File: src/rtl/dense_layer_seq.sv
// Sequential fully-connected layer y = act(W*x + b); N_OUT saturating MACs, one x element per cycle.
// Latency: start edge E0 -> y/valid at edge E(N_IN+1); N_IN+2 cycles per vector.
// Backpressure: ready=0 while busy; start during busy is dropped, never queued.
module dense_layer_seq #(
  parameter int BITSIZE = 16,
  parameter int FRAC    = 8,
  parameter int N_IN    = 6,
  parameter int N_OUT   = 2,
  parameter int ACT     = 0
) (
  input  logic                          clk,
  input  logic                          reset_n,
  input  logic                          start,
  output logic                          ready,
  input  logic [BITSIZE*N_IN-1:0]       x,
  input  logic [BITSIZE*N_OUT*N_IN-1:0] w,
  input  logic [BITSIZE*N_OUT-1:0]      b,
  output logic [BITSIZE*N_OUT-1:0]      y,
  output logic                          valid
);

  localparam int JW = (N_IN > 1) ? $clog2(N_IN) : 1;

  typedef enum logic [1:0] {
    S_IDLE,
    S_ACCUM,
    S_OUTPUT
  } state_t;

  state_t               r_state;
  state_t               w_state_nxt;
  logic [JW-1:0]        r_j;
  logic [BITSIZE-1:0]   r_x   [N_IN];
  logic [BITSIZE-1:0]   r_acc [N_OUT];
  logic [BITSIZE-1:0]   r_y   [N_OUT];
  logic                 r_valid;
  logic                 w_last;
  logic [BITSIZE-1:0]   w_xj;
  logic [BITSIZE-1:0]   w_wt      [N_IN][N_OUT];
  logic [BITSIZE-1:0]   w_acc_nxt [N_OUT];
  logic [BITSIZE-1:0]   w_y_nxt   [N_OUT];

  // Clamp a double-width signed value into BITSIZE bits: in range iff the top BITSIZE+1 bits agree.
  function automatic logic [BITSIZE-1:0] sat(input logic [2*BITSIZE-1:0] v);
    if ((&v[2*BITSIZE-1:BITSIZE-1]) || ~(|v[2*BITSIZE-1:BITSIZE-1]))
      sat = v[BITSIZE-1:0];
    else if (v[2*BITSIZE-1])
      sat = {1'b1, {(BITSIZE-1){1'b0}}};
    else
      sat = {1'b0, {(BITSIZE-1){1'b1}}};
  endfunction

  assign ready  = (r_state == S_IDLE);
  assign valid  = r_valid;
  assign w_last = (r_j == JW'(N_IN - 1));
  assign w_xj   = r_x[r_j];

  genvar gi, go;
  generate
    for (gi = 0; gi < N_IN; gi++) begin : g_wi
      for (go = 0; go < N_OUT; go++) begin : g_wo
        assign w_wt[gi][go] = w[BITSIZE*N_OUT*gi + BITSIZE*go +: BITSIZE];
      end
    end

    for (go = 0; go < N_OUT; go++) begin : g_mac
      logic signed [2*BITSIZE-1:0] w_xe;
      logic signed [2*BITSIZE-1:0] w_we;
      logic signed [2*BITSIZE-1:0] w_prod;
      logic signed [2*BITSIZE-1:0] w_shift;
      logic        [BITSIZE-1:0]   w_p;
      logic        [2*BITSIZE-1:0] w_sum;

      assign w_xe    = {{BITSIZE{w_xj[BITSIZE-1]}}, w_xj};
      assign w_we    = {{BITSIZE{w_wt[r_j][go][BITSIZE-1]}}, w_wt[r_j][go]};
      assign w_prod  = w_xe * w_we;
      assign w_shift = w_prod >>> FRAC;
      assign w_p     = sat(w_shift);
      assign w_sum   = {{BITSIZE{r_acc[go][BITSIZE-1]}}, r_acc[go]}
                     + {{BITSIZE{w_p[BITSIZE-1]}}, w_p};
      assign w_acc_nxt[go] = sat(w_sum);
      assign w_y_nxt[go]   = ((ACT == 1) && r_acc[go][BITSIZE-1]) ? '0 : r_acc[go];
      assign y[BITSIZE*go +: BITSIZE] = r_y[go];
    end
  endgenerate

  always_comb begin
    w_state_nxt = r_state;
    case (r_state)
      S_IDLE:   if (start)  w_state_nxt = S_ACCUM;
      S_ACCUM:  if (w_last) w_state_nxt = S_OUTPUT;
      S_OUTPUT: w_state_nxt = S_IDLE;
      default:  w_state_nxt = S_IDLE;
    endcase
  end

  always_ff @(posedge clk or negedge reset_n) begin
    if (!reset_n) r_state <= S_IDLE;
    else          r_state <= w_state_nxt;
  end

  always_ff @(posedge clk or negedge reset_n) begin
    if (!reset_n) begin
      r_j     <= '0;
      r_valid <= 1'b0;
      for (int i = 0; i < N_IN; i++)  r_x[i]   <= '0;
      for (int o = 0; o < N_OUT; o++) r_acc[o] <= '0;
      for (int o = 0; o < N_OUT; o++) r_y[o]   <= '0;
    end else begin
      r_valid <= (r_state == S_OUTPUT);
      case (r_state)
        S_IDLE: begin
          if (start) begin
            r_j <= '0;
            for (int i = 0; i < N_IN; i++)  r_x[i]   <= x[BITSIZE*i +: BITSIZE];
            for (int o = 0; o < N_OUT; o++) r_acc[o] <= b[BITSIZE*o +: BITSIZE];
          end
        end
        S_ACCUM: begin
          r_j <= w_last ? '0 : r_j + JW'(1);
          for (int o = 0; o < N_OUT; o++) r_acc[o] <= w_acc_nxt[o];
        end
        S_OUTPUT: begin
          for (int o = 0; o < N_OUT; o++) r_y[o] <= w_y_nxt[o];
        end
        default: ;
      endcase
    end
  end

endmodule

File: config.mk
export PLATFORM = sky130hd
export DESIGN_NAME = dense_layer_seq
export DESIGN_NICKNAME = d
export VERILOG_FILES = /design/src/rtl/dense_layer_seq.sv
export SDC_FILE = /design/constraint.sdc
export NUM_CORES = 2
export LEC_CHECK = 0
export ABC_AREA = 1
export CAP_MARGIN = 30
export CORE_ASPECT_RATIO = 1.25
export CORE_MARGIN = 3
export CORE_UTILIZATION = 52
export CTS_BUF_LIST = sky130_fd_sc_hd__clkbuf_2 sky130_fd_sc_hd__clkbuf_4 sky130_fd_sc_hd__clkbuf_8
export DETAILED_ROUTE_END_ITERATION = 7
export PLACE_DENSITY = 0.83
export REMOVE_ABC_BUFFERS = 1
export SETUP_SLACK_MARGIN = 0.02
export SYNTH_ARGS = -nofsm -noshare
export SYNTH_HDL_FRONTEND = slang
export SYNTH_SLANG_ARGS = --single-unit
File: constraint.sdc
create_clock -name clk -period 16.05 [get_ports clk]
set_clock_uncertainty 0.05 [all_clocks]
set_input_delay 1.605 -clock clk [delete_from_list [all_inputs] [get_ports clk]]
set_output_delay 1.605 -clock clk [all_outputs]
set_load 0.01 [all_outputs]
==> results <==
- The flow ran to the end, and the final reports show no timing, DRC or antenna violations.
- The worst hold path passes through 2 cells.
- The total global routing track utilization is 28.96%.
- Counting along the longest clock path gives a buffer depth of 2.
- The width of the chip is between 200 and 250 um.
- The layout net count is approximately 5500.
- Relative to the synthesized area, the layout overhead comes to 15.26%.
- For flop-to-flop paths, the worst setup slack is roughly 4.0 ns.
- In the final routed layout, each cell accounts on average for ~17 um.
- The via count of the first global-routing pass was a little under 30000.
- After layout, the worst path uses approximately three quarters of the clock period.
- The warning count from the yosys run is 0.
- For this configuration, the core starts out at a cell density of a little over half.
- The count of cells resized by post-cts repair is 0.
- Clock-pin slew was measured on the worst setup and hold paths at around 0.1 ns.
- The sum of negative setup slack is 0 ns.
- The final hold violation count was 0.
- Sequential cells were found to cover 13.34% of the synthesized design area.
- The worst setup path is captured at a flip-flop.
- Leaving out fill and tap cells, the most frequent cell in the layout is sky130_fd_sc_hd__nand2_1.
- Clock latency on the worst-skew pair, taken at its later pin, is 0.49 ns.
- The worst pin sits at a relative slew slack of a little over a third.
- The leading register cell type out of synthesis is sky130_fd_sc_hd__dfrtp_1.
- Synthesis produced a netlist whose cell count is 4150.
- The worst-path cell with the longest stage delay is sky130_fd_sc_hd__fa_1.
- The critical path in this run is classified as reg -> reg.
- Detailed placement finished with a half-perimeter wire length of approximately 73000 um.
- The via-per-instance ratio is ~5.3.
- The largest incremental delay on the critical path is roughly 0.75 ns.
- The number of enable flip-flop cells after synthesis is 0.
- The number of vias in the routed layout is 27699.
- In this run the worst path has a maximum fanout of between 70 and 80.
- Leaving out fill and tap cells, the most frequent cells in the layout are sky130_fd_sc_hd__nand2_1, sky130_fd_sc_hd__inv_1, sky130_fd_sc_hd__fa_1.
- The final critical path time including I/O delays and setup is 12.03 ns.
- In this run the remaining antenna-violating nets after routing total 0.
- The H-tree depth is 4.
- The clock sink count is about 170.
- After detailed routing, the number of remaining DRC violations is 0.
- The core box area is between 50000 and 60000 um2.
- The class of the tightest hold or removal check is reg -> reg.
- The critical path launch point type is a flip-flop.
- The maximum number of pins on one net before global-route repair is between 90 and 100.
- The proportion of synthesized flip-flops having asynchronous set or reset is 100.0%.
- The start of the worst register-to-register path is r_j[0]$_DFFE_PN0P_.
- Routability-driven placement finished with a final weighted congestion of approximately 1.
- The startpoint of the tightest hold check path is r_x[85]$_DFFE_PN0P_.
- The fraction of final layout cells sized beyond drive strength 1 is under 10%.
- The die is between 200 and 300 um tall.
- The count of routing violations after the opening detailed-route iteration is 1900.
- In this run the cell area of the synthesized design comes to just over 30000 um2.
- The first global-routing pass estimated 145700 um of wire.
- The cell repeated most along the worst path is sky130_fd_sc_hd__nand2_1.
- The endpoint of the most critical register-to-register path is r_acc[7]$_DFFE_PN0P_.
- Setup repair after global routing left no endpoint under its margin.
- The cell family contributing the most delay on the critical path is adder cells.
- The total overflow left after global routing is 0.
- The number of CTS-inserted buffers is 17.
- The count of buffering cells on the critical path with inverters included is 9.
- The number of max-slew violations in the final report is 0.
- The per-instance average area after synthesis is between 7 and 8 um2.
- After synthesis the netlist holds a flip-flop and latch count of roughly 170.
- The initial antenna violation count came to 3.
- The max-cap check violation count is 0.
- The data required time of the worst path is 16.37 ns.
- TritonCTS built the clock tree.
- The post-cts hold buffer count is 0.
- The end point of the worst hold path is r_x[85]$_DFFE_PN0P_.
- The floorplan has 99 rows.
- The worst register-to-register path has a depth of 48.
- The number of ports placed on the die boundary is roughly 360.
- The count of different cell masters after synthesis is between 40 and 50.
- Data arrives at the worst endpoint at 12.35 ns.
- Setup violations remaining at the end of the flow were counted as 0.
- The detailed-routing iteration count for the pre-antenna-repair pass is 8.
- Buffers added to address setup during post-CTS repair amount to 0.
- The routed wire length is 89270 um.
- The die area is 62860 um2.
- The clock root buffer is sky130_fd_sc_hd__clkbuf_8.
- Input and output buffers added on the ports amount to 356.
- The actual transition at the worst max-transition pin is between 0.9 and 1 ns.
- Static timing analysis puts the maximum clock frequency at 83.10 MHz.
- The fill cell instance count of the final layout is 5182.
-- routing by layer --
metal	vias to the layer above	GRT usage, %	wire [um]
met5	-	0	0
met4	0	10.61	3320
met3	207	4.402	7403
met2	1184	51.85	44720
met1	13430	35.45	33830
li1	12878	-	-
-- flip-flops by register name (all words and copies together) (netlist names) --
signal and flops:
r_acc 32, y 32, r_j 3, r_state 2, valid 1, r_x 96
-- Yosys cell counts (all sizes together), types with 2 or more instances --
master,instances,share of area (%)
xnor2,47,1.3
clkbuf,144,1.7
o221ai,2,0.056
clkinv,2,0.024
fa,524,34
a22oi,45,1.1
o21bai,2,0.048
nand3,51,0.82
nor4,4,0.080
buf,25,0.51
nor3,25,0.42
nand3b,8,0.19
inv,996,12
a211oi,5,0.12
o21a,15,0.36
o21ai,268,4.3
nand4,13,0.28
xor2,35,0.98
a32oi,6,0.17
dfrtp,166,13
a21boi,8,0.19
a31oi,13,0.26
a311oi,2,0.056
o31ai,5,0.12
ha,190,7.6
a21o,5,0.12
o211ai,14,0.34
o22ai,15,0.30
a21oi,152,2.7
nand2,1108,13
nor2,241,2.9
or2,10,0.20
-- worst max path at each step --
stage | depth (start not counted) | from | to | slack (ns)
CTS | 52 | r_j[0]$_DFFE_PN0P_ | r_acc[24]$_DFFE_PN0P_ | 4.07
detailed placement | 47 | w[49] | r_acc[13]$_DFFE_PN0P_ | 3.96
global route | 50 | r_j[0]$_DFFE_PN0P_ | r_acc[25]$_DFFE_PN0P_ | 3.01
floorplan | 47 | r_j[0]$_DFFE_PN0P_ | r_acc[16]$_DFFE_PN0P_ | 3.99
finish | 48 | r_j[0]$_DFFE_PN0P_ | r_acc[7]$_DFFE_PN0P_ | 4.02
global placement | 51 | r_j[0]$_DFFE_PN0P_ | r_acc[24]$_DFFE_PN0P_ | 4.05
-- worst register-to-register path, delay by kind of cell, from the launching register on --
family	cells	cell delay [ns]
DFF	1	0.68
adders and majority gates	9	4.23
buffers and inverters	9	1.90
xor gates and xnor gates	1	0.09
and+or+nand+nor	22	3.56
AOI/OAI and AO/OA	7	1.45
-- final cells by class --
cell class,instances,area (um2),area share [%]
Clock buffer,17,234.0,0.6520
Sequential cell,166,4158,11.59
Tap cell,757,947.2,2.640
Timing Repair Buffer,413,4049,11.28
Multi-Input combinational cell,2817,22590,62.95
Clock inverter,15,155.1,0.4324
Antenna cell,2,5.005,0.01395
Inverter,998,3749,10.45
-- per-stage QoR --
stage	hold WS, ns	utilization, %	cells	setup slack (ns)	area (um2)
finish	0.4342	60.99	5185	4.016	35880
global route	0.4449	60.99	5185	3.011	35880
CTS	0.4352	60.95	5182	4.067	35860
detailed placement	0.4106	60.29	5150	3.961	35470
global placement	0.4062	60.16	5146	4.052	35400
floorplan	0.3907	-	3981	3.992	30430
-- kinds of logic after synthesis --
family | count (synthesis) | synth area share (%)
DFF | 166 | 13.34
xor gates and xnor gates | 82 | 2.307
buffers and inverters | 1167 | 14.28
and+or+nand+nor | 1462 | 18.41
AOI/OAI and AO/OA | 559 | 10.33
adders and majority gates | 714 | 41.33
Power is left out: the tool's default activity adds up to more than one toggle a clock period on the data nets, which glitch-free logic cannot reach.
